**src/rtl/ch3_wave_sequencer.sv**
```systemverilog
// ch3_wave_sequencer
//  Sequencer and arbiter for the channel-3 wave RAM (16 x 8-bit).
//  Runs the ch3 frequency timer (stepped at 2 MHz by an internal prescaler)
//  and the sample position counter. Each position advance triggers one
//  playback fetch. The RAM port is shared with CPU accesses, and playback
//  fetches have priority over the CPU.
//
//  Optional feature macro: CH3_CPU_ACCESS_QUIRK_EN
//   When it is defined and the channel is active, CPU accesses are forced to
//   the current playback byte. They are honoured only in the wave_latch cycle.
//   Any other CPU access is acknowledged with cpu_blocked=1 and no RAM strobe.
//
// Ports
//  amuk_4mhz    in   APU clock; all state changes on the rising edge
//  apu_reset    in   asynchronous active-high reset
//  ch3_freq     in   period (NR33/NR34), loaded on trigger and on overflow
//  ch3_trigger  in   1-cycle trigger pulse
//  ch3_dac_en   in   DAC enable; low forces the channel off
//  ch3_stop     in   1-cycle length-expiry pulse
//  cpu_req      in   CPU access request, held until cpu_ack
//  cpu_we       in   1 = write, 0 = read
//  cpu_addr     in   CPU byte address
//  cpu_ack      out  CPU access performed (or suppressed) this cycle
//  cpu_blocked  out  access was suppressed (quirk only, else 0)
//  wave_addr    out  RAM byte address
//  wave_ram_rd  out  RAM read enable
//  wave_ram_wr  out  RAM write enable
//  wave_latch   out  strobe in the cycle after a playback fetch
//  nibble_sel   out  0 = high nibble, 1 = low nibble
//  ch3_active   out  channel running
module ch3_wave_sequencer #(
  parameter int unsigned FREQ_W = 11,
  parameter int unsigned POS_W  = 5
) (
  input  logic              amuk_4mhz,
  input  logic              apu_reset,
  input  logic [FREQ_W-1:0] ch3_freq,
  input  logic              ch3_trigger,
  input  logic              ch3_dac_en,
  input  logic              ch3_stop,
  input  logic              cpu_req,
  input  logic              cpu_we,
  input  logic [POS_W-2:0]  cpu_addr,
  output logic              cpu_ack,
  output logic              cpu_blocked,
  output logic [POS_W-2:0]  wave_addr,
  output logic              wave_ram_rd,
  output logic              wave_ram_wr,
  output logic              wave_latch,
  output logic              nibble_sel,
  output logic              ch3_active
);

  typedef enum logic [1:0] {StIdle, StRun, StFetch} state_e;

  state_e            state_q, state_d;
  logic [FREQ_W-1:0] timer_q, timer_d;
  logic [POS_W-1:0]  pos_q, pos_d;
  logic              presc_q;
  logic              active_q, active_d;
  logic              latch_q, latch_d;

  logic kill;
  logic fetch_cycle;
  logic cpu_go;

  assign kill        = ~ch3_dac_en | ch3_stop;
  assign fetch_cycle = (state_q == StFetch);
  // The CPU is masked while reset is asserted, so a pending request is never acknowledged.
  assign cpu_go      = cpu_req & ~apu_reset & ~fetch_cycle;

  always_comb begin
    state_d  = state_q;
    timer_d  = timer_q;
    pos_d    = pos_q;
    active_d = active_q;
    latch_d  = 1'b0;
    if (kill) begin
      // Stop beats trigger. Position and timer keep their values.
      state_d  = StIdle;
      active_d = 1'b0;
    end else if (ch3_trigger) begin
      // A restart beats a timer overflow and aborts any in-flight fetch.
      state_d  = StRun;
      timer_d  = ch3_freq;
      pos_d    = '0;
      active_d = 1'b1;
    end else begin
      unique case (state_q)
        StRun: begin
          if (presc_q) begin
            if (timer_q == '1) begin
              timer_d = ch3_freq;
              pos_d   = pos_q + 1'b1;
              state_d = StFetch;
            end else begin
              timer_d = timer_q + 1'b1;
            end
          end
        end
        StFetch: begin
          state_d = StRun;
          latch_d = 1'b1;
        end
        default: ;
      endcase
    end
  end

  always_ff @(posedge amuk_4mhz or posedge apu_reset) begin
    if (apu_reset) begin
      state_q  <= StIdle;
      timer_q  <= '0;
      pos_q    <= '0;
      presc_q  <= 1'b0;
      active_q <= 1'b0;
      latch_q  <= 1'b0;
    end else begin
      state_q  <= state_d;
      timer_q  <= timer_d;
      pos_q    <= pos_d;
      presc_q  <= ~presc_q;
      active_q <= active_d;
      latch_q  <= latch_d;
    end
  end

  // RAM port arbitration. A playback fetch owns the port, and a CPU request
  // that collides with it is still held on the next cycle, when it is served.
  always_comb begin
    wave_addr   = '0;
    wave_ram_rd = 1'b0;
    wave_ram_wr = 1'b0;
    cpu_ack     = 1'b0;
    cpu_blocked = 1'b0;
    if (fetch_cycle) begin
      wave_ram_rd = 1'b1;
      wave_addr   = pos_q[POS_W-1:1];
    end else if (cpu_go) begin
      cpu_ack = 1'b1;
`ifdef CH3_CPU_ACCESS_QUIRK_EN
      if (active_q && !latch_q) begin
        cpu_blocked = 1'b1;
      end else begin
        wave_ram_rd = ~cpu_we;
        wave_ram_wr = cpu_we;
        wave_addr   = active_q ? pos_q[POS_W-1:1] : cpu_addr;
      end
`else
      wave_ram_rd = ~cpu_we;
      wave_ram_wr = cpu_we;
      wave_addr   = cpu_addr;
`endif
    end
  end

  assign wave_latch = latch_q;
  assign nibble_sel = pos_q[0];
  assign ch3_active = active_q;

endmodule

```
**config.mk**
```make
export PLATFORM = sky130hd
export DESIGN_NAME = ch3_wave_sequencer
export DESIGN_NICKNAME = d
export VERILOG_FILES = /design/src/rtl/ch3_wave_sequencer.sv
export SDC_FILE = /design/constraint.sdc
export NUM_CORES = 1
export LEC_CHECK = 0
export ABC_CLOCK_PERIOD_IN_PS = 2000
export BUFFER_PORTS_ARGS = -buffer_cell sky130_fd_sc_hd__buf_2
export CELL_PAD_IN_SITES_DETAIL_PLACEMENT = 1
export CELL_PAD_IN_SITES_GLOBAL_PLACEMENT = 2
export CORE_MARGIN = 2
export CORE_UTILIZATION = 31
export DETAILED_ROUTE_END_ITERATION = 10
export PLACE_DENSITY_LB_ADDON = 0.1
export SLEW_MARGIN = 20
export SYNTH_ARGS = -nofsm -noshare
export SYNTH_HDL_FRONTEND = slang
export SYNTH_SLANG_ARGS = --single-unit
```
**constraint.sdc**
```tcl
create_clock -name amuk_4mhz -period 2 [get_ports amuk_4mhz]
set_input_delay 0.4 -clock amuk_4mhz [delete_from_list [all_inputs] [get_ports amuk_4mhz]]
set_output_delay 0.4 -clock amuk_4mhz [all_outputs]
set_load 0.02 [all_outputs]
```
==> run metrics, run 1 <==
Vert. Die Dim slightly below 70 um; initial antenna violation count 0; Static Leak between 0.7 and 0.8 nW; post-synth top area share 39.5%; largest net degree at the start of global routing 22; # H-tree levels 1; async set-reset flop share out of synthesis 100%; syn_area_per_cell roughly 9.2 sq um; gr usage total 16.5%; Total Routed Length 3850 um; number of enable flip-flop cells after synthesis 0; Root Buffer clkbuf_8; Core ar. 4060 sq um; post-DP HPWL just under 3000 um; CTS Sinks 21; drt drc 0; Primary FF master, synth dfrtp_1; post-synth cell types 43; global placement routability congestion 0.756; die width 69.5 um; DR pass1 iterations 3; Seq cells post-synth 21; Final WS setup around 0.13 ns; clock-pin slew on the worst setup and hold paths ~0.09 ns; RSZ-0062 raised after global routing false; vias in the first global route between 1000 and 1500; DP Cell Count around 230; warning count from the yosys run 0; max cap viols 0; number of routed nets with antenna violations 0; share of layout cells above drive strength 1 slightly below 30%; post-synth top area cell dfrtp_1; IO Pins 33; fin. max-slew vios 0; Reg2Reg Setup Slack around 0.14 ns; cell row count 23; Via density 5.29; clock buffer count from CTS 3; Crit Path Max Fanout 6; Area Overhead vs Synth 23.9%; Worst Path Required between 1.5 and 2 ns; arrival time worst endpoint 1.47 ns; syn nets 170; Clock Skew ~0.0075 ns; fin cells approximately 230; status finished, final reports clean; f_max approximately 540 MHz; fin crit share 93.3%; CTS tree done; Final Hold Violating Endpoints 0; CTS max path bufs 2; GRT overflow 0; # setup viols final 0; PD cells roughly 740 nW/um^2; Tmin final 1.87 ns; layout net count 209; Initial Util about a third; sequential-to-total area share from yosys stat 39.5%; number of hold buffers added after cts 0; worst min path class in -> async; per-cell routed wire length between 15 and 20 um; Crit. End Element primary output; setup_tns 0 ns; Synth Instances around 140; worst-skew pair later-pin latency 0.27 ns; cell with the most instances after synthesis dfrtp_1; Synth area leaders dfrtp_1 (40%), mux2i_1 (6.8%), ha_1 (3.8%); Mapped Area ~1300 sq um; DR iter-0 viols 45; Setup CP Type reg -> out; first-pass GRT wire length between 6000 and 7000 um; VDD IR-drop max 0.300 mV; pre-CTS setup slack 0.0837 ns; # port buffers 31; Worst Setup Start Kind register; die area 4830 sq um; synth cell count leaders dfrtp_1 (21), nand2_1 (10), a21oi_1 (9), mux2i_1 (9), nand3_1 (9); Vias around 1200; number of inserted diodes 0
[logic make-up (layout without fill, tap and decap cells)]
family / Yosys count / count (layout) / synth area share [%]
compound gates: 39 / 39 / 20.7
simple gates: 51 / 51 / 21.4
fa+ha+maj: 4 / 4 / 3.76
buf+inv: 16 / 54 / 5.17
xor+xnor: 1 / 1 / 0.659
mux: 11 / 11 / 8.47
flops: 21 / 21 / 39.5
other cells: 1 / 1 / 0.282
[final timing paths]
path	startpoint	endpoint	cells past startpoint
setup / recovery	state_q[0]	wave_addr[1]	5
hold / removal	apu_reset	timer_q[7]	3
setup reg to reg	state_q[1]	pos_q[0]	6
hold reg to reg	presc_q	presc_q	1
max in group asynchronous	apu_reset	presc_q	3
min in group amuk_4mhz	ch3_freq[6]	timer_q[6]	2
[critical path, stage by stage (launching register included)]
cell and delay, ns:
dfrtp_1 0.36, inv_1 0.06, ha_1 0.24, nor2_2 0.23, a22o_1 0.16, buf_2 0.15
[placed cells by master, fill, tap and decap left out, drive strengths merged, types with 5 or more instances in the layout]
master	count
a21oi	9
a22o	5
a31oi	5
buf	41
dfrtp	21
inv	8
mux2i	9
nand2	10
nand3	9
nor2	8
o21ai	7
[layer usage]
metal | track usage, % | wire length (um)
met2 | 26.9 | 1790
met4 | 3.27 | 25
met3 | 2.33 | 59
met1 | 23.3 | 1970
met5 | 0 | 0
[per-stage QoR]
stage	utilization [%]	power, W	instance area (sq um)	hold WS [ns]
6_report	40.6	0.00122	1650	0.210
5_1_grt	40.6	0.00131	1650	0.233
4_1_cts	40.3	0.00123	1640	0.229
3_5_place_dp	39.2	0.000928	1590	0.468
3_3_place_gp	39.2	0.000910	1590	0.468
2_1_floorplan	-	0.000797	1330	0.263
[registers in the layout (all words and copies together), names as in the netlist]
name,count
wave_latch,1
ch3_active,1
presc_q,1
pos_q,5
timer_q,11
state_q,2
[layout make-up]
| cell class | count | area (sq um) |
|---|---|---|
| fillers | 484 | 2410 |
| multi-input cells | 107 | 747 |
| flip-flops and latches | 21 | 526 |
| repair buffers | 41 | 230 |
| well taps | 50 | 62.6 |
| clock buffers | 4 | 45.0 |
| inverters | 9 | 37.5 |
[power breakdown]
group | internal (W) | switching, W
Combinational | 0.000149 | 0.000174
Sequential | 0.000495 | 0.000102
Clock | 0.000142 | 0.000159
[what timing repair did]
item / 4_1_cts / 5_1_grt
gates resized for setup: 0 / 3
endpoints found under the hold margin: 0 / 0
endpoints found under the setup margin: 0 / 8
setup buffers: 0 / 0
(Power assumes the default switching activity.)
==> inputs of run 2 (changes only) <==
ABC_CLOCK_PERIOD_IN_PS = 2400   (was 2000)
CORE_UTILIZATION = 34   (was 31)
clock period = 2.4 ns   (was 2 ns; I/O delays follow)
==> run 2 against run 1 <==
Against the previous run:
- clock-buffer cell count stayed put
- non-clock buffer count decreased by 5
- critical path depth is the same
- largest power group unchanged
- global-route usage is 1.4 points higher
- core utilization grew 2.3 points
- sequential share of layout area increased by 1.1 points
- hold slack improved by 0.084 ns
- die area down 8.3%
- power shrank 20%
- register-to-register slack better by 0.37 ns
- via count decreased by 1.2%
- critical path type unchanged
==> run metrics, run 2 (synthesis results as in run 1) <==
Crit path max-delay family flip-flops; CTS Sinks 21; post-DP HPWL around 2700 um; Tot Pwr 0.000980 W; # port buffers 31; Worst Setup Start Kind register; largest net degree at the start of global routing 22; setup_tns 0 ns; first-pass GRT wire length about 6100 um; global placement routability congestion around 0.78; Reg with most FFs timer_q; DR iter-0 viols 54; Top Registers timer_q: 11 flops, pos_q: 5 flops, state_q: 2 flops; Root Buffer clkbuf_8; vias in the first global route 1291; Clock Skew around 0.0083 ns; initial antenna violation count 0; Tmin final approximately 2 ns; # setup viols final 0; Critical R2R Launch timer_q[0]; VDD IR-drop max 0.390 mV; clock buffer count from CTS 3; die width about 67 um; Core ar. roughly 3700 sq um; # H-tree levels 1; crit-path cells inv_1 -> ha_1 -> nor2_1 -> a22o_1 -> buf_2; FF-to-FF End state_q[1]; Crit. End Element primary output; Max transition margin 59.5%; IO Pins 33; number of inserted diodes 0; status finished, final reports clean; origin of the worst setup path state_q[0]; Worst Tran Pin Value 0.605 ns; Crit Path Max Fanout 6; Vert. Die Dim 66.5 um; Reg2Reg Setup Slack between 0.5 and 0.6 ns; Static Leak between 0.7 and 0.8 nW; CTS max path bufs 2; WP buf/inv 2; Setup CP Type reg -> out; fin cells between 200 and 250; postcts setup bufs 0; fin crit share between 80% and 90%; Worst Path Required approximately 1.9 ns; worst-skew pair later-pin latency between 0.2 and 0.3 ns; die area 4430 sq um; Via density around 5.4; R2R depth 5; post-CTS sizing 0; Total Routed Length approximately 3500 um; RSZ-0062 raised after global routing false; most frequent cells in the layout buf_2 (31), dfrtp_1 (21), nand2_1 (10); f_max 492 MHz; share of layout cells above drive strength 1 26.0%; Area Overhead vs Synth 19.8%; CTS tree done; slowest stage cell on the critical path dfrtp_1; max cap viols 0; PD cells 615 nW/um^2; arrival time worst endpoint ~1.6 ns; fin. max-slew vios 0; drt drc 0; DP Cell Count 221; layout net count about 200; number of routed nets with antenna violations 0; number of hold buffers added after cts 0; per-cell routed wire length about 16 um; GRT overflow 0; DR pass1 iterations 4; cell row count 22; max reg flops 11; crit-path max cell delay 0.35 ns; clock-pin slew on the worst setup and hold paths approximately 0.080 ns; Final Hold Violating Endpoints 0; worst min path class in -> async; Initial Util roughly 36%; gr usage total between 15 and 20%; Vias 1213; commonest non-fill, non-tap cell in the layout buf_2
## run 2: metal layers
metal / track usage (%) / up-vias / wire length, um
li1: - / 597 / -
met1: 24.1 / 593 / 1740
met2: 29.8 / 19 / 1640
met3: 3.21 / 4 / 101
met4: 3.83 / 0 / 23
met5: 0 / - / 0
## run 2: worst reg2reg max path: cells and delay by family, from the launching register on
kind            cells  cell delay [ns]
fa+ha+maj           1             0.31
simple gates        2             0.54
flops               1             0.41
compound gates      2             0.56
## run 2: worst max path at each step
stage	endpoint	cells past startpoint	slack, ns
after CTS	wave_addr[3]	5	0.35
after global routing	wave_addr[3]	5	0.26
after detailed placement	pos_q[0]	5	0.39
after global placement	pos_q[1]	5	0.46
after floorplan	wave_addr[3]	4	0.06
final	wave_addr[3]	5	0.37
## run 2: stage by stage
| stage | util, % | setup WS (ns) | hold WS, ns | instance area, sq um |
|---|---|---|---|---|
| detailed placement | 41.6 | 0.392 | 0.484 | 1550 |
| global placement | 41.6 | 0.464 | 0.474 | 1550 |
| global route | 42.9 | 0.257 | 0.334 | 1590 |
| finish | 42.9 | 0.367 | 0.293 | 1590 |
| floorplan | - | 0.0575 | 0.438 | 1330 |
| CTS | 42.9 | 0.349 | 0.318 | 1590 |
## run 2: cell type report
cell class	instances	area, sq um
clock buffer	4	45.0
fill	463	2120
inverter	9	33.8
timing repair buffer	36	193
multi-input combinational	107	736
sequential	21	526
tap	48	60.1
## run 2: power breakdown
| group | switching, W | total [W] | internal (W) |
|---|---|---|---|
| combinational | 0.000140 | 0.000254 | 0.000114 |
| sequential | 0.0000809 | 0.000494 | 0.000413 |
| clock | 0.000114 | 0.000232 | 0.000118 |
